**src/rtl/bus_datapath_gen.sv**
```systemverilog
// Single-bus CPU datapath: register file, PC/IR/Y/Z/HI/LO/MAR/MDR/C on one shared bus,
// single-cycle ALU and a multi-cycle signed MUL/DIV sequencer. Optional CON flip-flop: CON_FF_EN.
module bus_datapath_gen #(
  parameter int WIDTH  = 32,
  parameter int NREGS  = 16,
  parameter int MEM_AW = 9
) (
  input  logic              Clock,
  input  logic              Clear,
  input  logic [WIDTH-1:0]  Mdatain,
  input  logic              Read,
  input  logic              Gra,
  input  logic              Grb,
  input  logic              Grc,
  input  logic              Rin,
  input  logic              Rout,
  input  logic              BAout,
  input  logic              PCout,
  input  logic              Zhiout,
  input  logic              Zlowout,
  input  logic              MDRout,
  input  logic              HIout,
  input  logic              LOout,
  input  logic              Cout,
  input  logic              MARin,
  input  logic              Zin,
  input  logic              PCin,
  input  logic              MDRin,
  input  logic              IRin,
  input  logic              Yin,
  input  logic              HIin,
  input  logic              LOin,
  input  logic              IncPC,
  input  logic              CONin,
  input  logic [3:0]        AluOp,
  input  logic              Start,
  output logic              Busy,
  output logic              Done,
  output logic [WIDTH-1:0]  BusOut,
  output logic              BusErr,
  output logic [MEM_AW-1:0] MAR,
  output logic [WIDTH-1:0]  MDRo,
  output logic              BranchMet,
  output logic [WIDTH-1:0]  IRo
);
  localparam int RW   = $clog2(NREGS);
  localparam int SW   = $clog2(WIDTH);
  localparam int CW   = WIDTH - 5 - 3*RW;
  localparam int CNTW = $clog2(WIDTH);

  logic [WIDTH-1:0] rf [NREGS];
  logic [WIDTH-1:0] pc, ir, y, zhi, zlo, hi, lo, mar_r, mdr, c_reg;
  logic [WIDTH-1:0] bus, bus_or, rf_out, c_ext;
  logic [RW-1:0]    ra, rb, rc, sel;
  logic [7:0]       src;

  // IR fields, MSB-first below the 5-bit opcode
  assign ra = ir[WIDTH-6 -: RW];
  assign rb = ir[WIDTH-6-RW -: RW];
  assign rc = ir[WIDTH-6-2*RW -: RW];

  generate
    if (CW > 0) begin : g_const
      assign c_ext = {{(WIDTH-CW){ir[CW-1]}}, ir[CW-1:0]};
    end else begin : g_noconst
      assign c_ext = '0;
    end
  endgenerate

  assign sel    = ({RW{Gra}} & ra) | ({RW{Grb}} & rb) | ({RW{Grc}} & rc);
  assign rf_out = (BAout && sel == '0) ? '0 : rf[sel];

  // Bus: OR of enabled sources, forced to 0 on contention
  assign src    = {Rout | BAout, PCout, Zhiout, Zlowout, MDRout, HIout, LOout, Cout};
  assign BusErr = $countones(src) > 1;

  always_comb begin
    bus_or = '0;
    if (src[7]) bus_or = bus_or | rf_out;
    if (src[6]) bus_or = bus_or | pc;
    if (src[5]) bus_or = bus_or | zhi;
    if (src[4]) bus_or = bus_or | zlo;
    if (src[3]) bus_or = bus_or | mdr;
    if (src[2]) bus_or = bus_or | hi;
    if (src[1]) bus_or = bus_or | lo;
    if (src[0]) bus_or = bus_or | c_reg;
    bus = BusErr ? '0 : bus_or;
  end

  assign BusOut = bus;
  assign MAR    = mar_r[MEM_AW-1:0];
  assign MDRo   = mdr;
  assign IRo    = ir;

  always_ff @(posedge Clock) begin
    if (Clear) begin
      for (int i = 0; i < NREGS; i++) rf[i] <= '0;
      pc <= '0; ir <= '0; y <= '0; hi <= '0; lo <= '0;
      mar_r <= '0; mdr <= '0; c_reg <= '0;
    end else begin
      if (Rin)   rf[sel] <= bus;
      if (PCin)  pc <= bus;
      else if (IncPC) pc <= pc + WIDTH'(1);
      if (IRin)  ir <= bus;
      if (Yin)   y <= bus;
      if (HIin)  hi <= bus;
      if (LOin)  lo <= bus;
      if (MARin) mar_r <= bus;
      if (MDRin) mdr <= Read ? Mdatain : bus;
      c_reg <= c_ext;
    end
  end

  // Single-cycle ALU: A = Y, B = bus
  logic [WIDTH-1:0]   alu_lo, alu_hi;
  logic [31:0]        amt;
  logic [2*WIDTH-1:0] rsh, lsh;

  always_comb begin
    amt    = {{(32-SW){1'b0}}, bus[SW-1:0]} % 32'(WIDTH);
    rsh    = {y, y} >> amt;
    lsh    = {y, y} << amt;
    alu_lo = '0;
    alu_hi = '0;
    case (AluOp)
      4'h0: begin alu_lo = y + bus; alu_hi = {WIDTH{alu_lo[WIDTH-1]}}; end
      4'h1: begin alu_lo = y - bus; alu_hi = {WIDTH{alu_lo[WIDTH-1]}}; end
      4'h2: alu_lo = y & bus;
      4'h3: alu_lo = y | bus;
      4'h4: alu_lo = y >> amt;
      4'h5: alu_lo = y << amt;
      4'h6: alu_lo = rsh[WIDTH-1:0];
      4'h7: alu_lo = lsh[2*WIDTH-1:WIDTH];
      4'h8: alu_lo = -bus;
      4'h9: alu_lo = ~bus;
      default: ;
    endcase
  end

  // MUL/DIV sequencer
  typedef enum logic [1:0] {S_IDLE, S_RUN, S_DONE} seq_t;
  seq_t state, nxt;

  logic [CNTW-1:0]    cnt;
  logic               is_div, sa, sb, div0, go, last;
  logic [WIDTH-1:0]   dvd, mp, mag_a, mag_b;
  logic [2*WIDTH-1:0] acc, mc, acc_n, prod;
  logic [WIDTH:0]     rem_sh, trial;
  logic [WIDTH-1:0]   q, r, seq_hi, seq_lo;

  assign go    = (state == S_IDLE) && Start && (AluOp == 4'hA || AluOp == 4'hB);
  assign last  = (state == S_RUN) && (cnt == CNTW'(WIDTH-1));
  assign mag_a = y[WIDTH-1] ? -y : y;
  assign mag_b = bus[WIDTH-1] ? -bus : bus;

  always_ff @(posedge Clock) begin
    if (Clear) state <= S_IDLE;
    else       state <= nxt;
  end

  always_comb begin
    nxt = state;
    case (state)
      S_IDLE: if (go) nxt = S_RUN;
      S_RUN:  if (last) nxt = S_DONE;
      S_DONE: nxt = S_IDLE;
      default: nxt = S_IDLE;
    endcase
  end

  always_comb begin
    Busy = (state == S_RUN);
    Done = (state == S_DONE);
  end

  // One iteration per cycle on unsigned magnitudes; signs are applied at the end
  always_comb begin
    rem_sh = {acc[2*WIDTH-1:WIDTH], acc[WIDTH-1]};
    trial  = rem_sh - {1'b0, mp};
    if (is_div)
      acc_n = trial[WIDTH] ? {rem_sh[WIDTH-1:0], acc[WIDTH-2:0], 1'b0}
                           : {trial[WIDTH-1:0],  acc[WIDTH-2:0], 1'b1};
    else
      acc_n = mp[0] ? acc + mc : acc;
    prod = (sa ^ sb) ? -acc_n : acc_n;
    q    = acc_n[WIDTH-1:0];
    r    = acc_n[2*WIDTH-1:WIDTH];
    if (!is_div) begin
      seq_hi = prod[2*WIDTH-1:WIDTH];
      seq_lo = prod[WIDTH-1:0];
    end else if (div0) begin
      seq_hi = dvd;
      seq_lo = '1;
    end else begin
      seq_hi = sa ? -r : r;
      seq_lo = (sa ^ sb) ? -q : q;
    end
  end

  always_ff @(posedge Clock) begin
    if (Clear) begin
      cnt <= '0; is_div <= 1'b0; sa <= 1'b0; sb <= 1'b0; div0 <= 1'b0;
      dvd <= '0; mp <= '0; acc <= '0; mc <= '0;
    end else if (go) begin
      cnt    <= '0;
      is_div <= AluOp[0];
      sa     <= y[WIDTH-1];
      sb     <= bus[WIDTH-1];
      div0   <= (bus == '0);
      dvd    <= y;
      mp     <= mag_b;
      mc     <= {{WIDTH{1'b0}}, mag_a};
      acc    <= AluOp[0] ? {{WIDTH{1'b0}}, mag_a} : '0;
    end else if (state == S_RUN) begin
      cnt <= cnt + CNTW'(1);
      acc <= acc_n;
      if (!is_div) begin
        mc <= mc << 1;
        mp <= mp >> 1;
      end
    end
  end

  always_ff @(posedge Clock) begin
    if (Clear) begin
      zhi <= '0;
      zlo <= '0;
    end else if (last) begin
      zhi <= seq_hi;
      zlo <= seq_lo;
    end else if (Zin && !Busy) begin
      zhi <= alu_hi;
      zlo <= alu_lo;
    end
  end

  logic unused_bits;
  assign unused_bits = ^{ir[WIDTH-1 -: 5], mar_r};

`ifdef CON_FF_EN
  logic con;
  always_ff @(posedge Clock) begin
    if (Clear) con <= 1'b0;
    else if (CONin) begin
      case (rb[1:0])
        2'b00: con <= (bus == '0);
        2'b01: con <= (bus != '0);
        2'b10: con <= !bus[WIDTH-1];
        default: con <= bus[WIDTH-1];
      endcase
    end
  end
  assign BranchMet = con;
`else
  logic unused_con;
  assign unused_con = CONin;
  assign BranchMet  = 1'b0;
`endif

endmodule

```
**config.mk**
```make
export PLATFORM = sky130hd
export DESIGN_NAME = bus_datapath_gen
export DESIGN_NICKNAME = d
export VERILOG_FILES = /design/src/rtl/bus_datapath_gen.sv
export SDC_FILE = /design/constraint.sdc
export NUM_CORES = 2
export LEC_CHECK = 0
export BUFFER_PORTS_ARGS = -buffer_cell sky130_fd_sc_hd__buf_2
export CAP_MARGIN = 20
export CORE_ASPECT_RATIO = 0.8
export CORE_MARGIN = 3
export CORE_UTILIZATION = 45
export CTS_CLUSTER_DIAMETER = 40
export CTS_CLUSTER_SIZE = 10
export DETAILED_ROUTE_END_ITERATION = 8
export SETUP_SLACK_MARGIN = 0.15
export SLEW_MARGIN = 10
export SYNTH_ARGS = -nofsm -noshare
export SYNTH_HDL_FRONTEND = slang
export SYNTH_SLANG_ARGS = --single-unit
```
**constraint.sdc**
```tcl
create_clock -name Clock -period 12 [get_ports Clock]
set_input_delay 0.6 -clock Clock [delete_from_list [all_inputs] [get_ports Clock]]
set_output_delay 0.6 -clock Clock [all_outputs]
set_load 0.01 [all_outputs]
```
==> impl_metrics.tcl <==
set metrics [dict create \
    status "complete, no violations" \
    synth_top_area_cell "edfxtp_1" \
    synth_top_area_share 0.2373 \
    stdcell_count 9575 \
    slew_headroom 0.1042 \
    synth-edff-count 512 \
    setup_tns_ns 0 \
    syn_avg_cell_area_um2 8.443 \
    synth_flop_cell "edfxtp_1" \
    syn_nets 7949 \
    worstMarginPinSlew_ns 1.330 \
    async_flop_share 0 \
    yosysUniqueCellTypes 118 \
    drv_cap 0 \
    max_freq_ghz 0.1058 \
    peakVddDrop_mv 0.1479 \
    postCtsHoldBufs 0 \
    via_count 63700 \
    io_buffers 169 \
    synth_cells 7675 \
    cts_tree "built" \
    arrival_ns 10.06 \
    min_period_ns 9.454 \
    grt_pass1_vias 57480 \
    routedWlPerCell_um 32.78 \
    grt_util_all_layers 0.4059 \
    drc_errors 0 \
    worstSetupPathType "input pin to flip-flop" \
    drive_gt1_frac 0.1091 \
    worstHoldPathType "input pin to flip-flop" \
    core_area_um2 141700 \
    largest_reg_flops 512 \
    hold_viol 0 \
    synth-seq-cells 994 \
    grt_overflow 0 \
    fp.dieArea_um2 148600 \
    crit_fanout 32 \
    syn_area_um2 64800 \
    clkLatencyLatePin_ns 0.81 \
    dp_hpwl_um 227200 \
    required_ns 12.61 \
    area_growth_pct 12.08 \
    power_density_nw_per_um2 186.3 \
    grt_max_degree 140 \
    fp-row-count 123 \
    synth-seq-area-share 0.3862 \
    ios 172 \
    clk_pin_slew_ns 0.06 \
    final_core_util 0.5124 \
    viasPerCell 6.653 \
    drt_iter0_markers 10090 \
    drt-total-wl_um 313800 \
    end_kind "flip-flop" \
    yosys_warnings 0 \
    layout.nets 7843 \
    clk_path_buf_depth 3 \
    cts.sinks 994 \
    critPathLaunchType "input pin" \
    antenna_found_initial 26 \
    leakage_nw 27.71 \
    post_cts_buffers 0 \
    stdcell_area_um2 72630 \
    maxSlewViolCount 0 \
    synthTopCellsByArea "edfxtp_1 (24%), dfxtp_1 (15%), mux2i_1 (7.3%)" \
    rsz0062_at_grt "no" \
    ant_nets 0 \
    dpl.cell_count 9289 \
    first_pass_iters 8 \
    top_regs "rf: 512 flops, acc: 64 flops, mc: 64 flops" \
    period_share 0.7878 \
    initial_core_util 0.4572 \
    setup_viol 0 \
    skew_ns 0.06229 \
    grt_pass1_wl_um 439100 \
    gp_congestion 1.064 \
    cts_root_buf "clkbuf_16" \
    postPlaceCellArea_um2 67560 \
    die_h_um 345.4 \
    regMostFlops "rf" \
    die_w_um 430.3 \
    numCtsBuffers 147 \
    cts_resized 0 \
    htree_num_levels 4 \
]
[power breakdown]
group	total [W]	internal [W]	switching [W]
sequential	0.00395	0.00376	0.000187
clock	0.00438	0.00267	0.00172
combinational	0.00520	0.00141	0.00379
[layout make-up]
type	instances	area (um^2)
Inverter	186	699.4
Sequential cell	994	25030
Tap cell	1875	2346
Antenna cell	13	32.53
Timing Repair Buffer	401	2715
Clock buffer	212	4144
Fill cell	13500	69110
Multi-Input combinational cell	5839	36820
Clock inverter	55	838.3
[logic make-up after synthesis]
family / count (synthesis) / synth area share
XOR/XNOR: 260 / 0.03514
AO/OA/AOI/OAI: 2045 / 0.2135
multiplexers: 539 / 0.08494
buffers and inverters: 842 / 0.05151
flip-flops: 994 / 0.3862
adder cells (fa/ha/maj): 211 / 0.04167
AND/OR/NAND/NOR: 2783 / 0.1870
other: 1 / 0.00005787
[synth_stat cells, drive strengths merged (17+ instances only)]
library cell and instances:
a31oi 92, a21oi 540, a222oi 43, xor2 62
o22ai 42, a22oi 131, o21bai 32, o21a 30
clkbuf 487, a2111oi 17, nand2b 56, nor2b 69
a32oi 19, or3 42, o211ai 91, xnor2 198
nor3 125, a21o 42, a211o 22, ha 203
a311oi 76, dfxtp 482, nand2 881, nor2 1151
a211oi 220, o21ai 353, nand3 191, buf 169
nand4 88, nor4 37, o221ai 26, o31ai 47
and3 45, mux2 64, mux2i 473, a221oi 54
inv 175, and2 24, edfxtp 512
[through the flow]
stage | worst slack, ns | total power, W | hold WS (ns)
6_report | 2.546 | 0.01353 | 0.1345
5_1_grt | 2.537 | 0.01385 | 0.1184
4_1_cts | 3.125 | 0.01329 | 0.09128
3_5_place_dp | 2.348 | 0.008922 | 0.4493
3_3_place_gp | 2.300 | 0.008917 | 0.4406
2_1_floorplan | 2.826 | 0.006766 | 0.4332
[worst max-delay path, cell delays in order]
cell and delay [ns]:
buf_2 0.11, nor2_1 0.46, fa_1 0.54, fa_1 0.46, fa_1 0.50, inv_1 0.04, ha_1 0.20, fa_1 0.45
and2_1 0.15, a21oi_1 0.23, nor2_4 0.18, and2_1 0.21, buf_4 0.28, a32oi_4 0.39, buf_4 0.43, buf_4 0.64
nand4_1 0.88, nor3_1 1.22, and2_0 0.51, nand3_1 0.19, nor3_1 0.26, ha_1 0.21, o221ai_1 0.14, a21oi_1 0.25
o2111ai_1 0.15, a21oi_1 0.18, o21ai_0 0.10
[placed cells by master, fill, tap and decap left out, types with 26 or more instances in the layout]
cell          n
o31ai_1      45
o21a_1       30
buf_2       169
nand2_1     874
a31oi_1      88
nor2_1     1142
nand4_1      87
and3_1       45
a21o_1       42
inv_1       170
a21oi_1     523
o21ai_0     342
dfxtp_1     480
a22oi_1     121
o211ai_1     90
or3_1        42
a211oi_1    215
mux2i_1     473
nor2b_1      68
nor3_1      122
a221oi_1     53
mux2_2       63
buf_4       219
o22ai_1      42
nor4_1       30
xnor2_1     197
o221ai_1     26
a311oi_1     73
nand2b_1     38
a222oi_1     43
clkbuf_16   148
xor2_1       61
nand3_1     190
edfxtp_1    512
clkbuf_1     44
ha_1        203
o21bai_1     32
[metal layers]
layer	vias to the layer above	wire length, um	track usage
met2	4059	122700	0.5401
met4	6	14790	0.1753
met3	594	41100	0.1287
li1	27800	-	-
met1	31240	135100	0.5939
met5	-	169	0.006750
[final timing paths]
path | startpoint | endpoint | slack, ns | cells past startpoint
max | BAout | zlo[31]$_SDFFE_PP0P_ | 2.55 | 27
min | Mdatain[17] | MDRo[17]$_SDFFE_PP0P_ | 0.13 | 5
max reg2reg | IRo[23]$_SDFFE_PP0P_ | zlo[31]$_SDFFE_PP0P_ | 2.89 | 20
min reg2reg | dvd[15]$_SDFFE_PP0P_ | dvd[15]$_SDFFE_PP0P_ | 0.46 | 2
(Power assumes the default switching activity.)
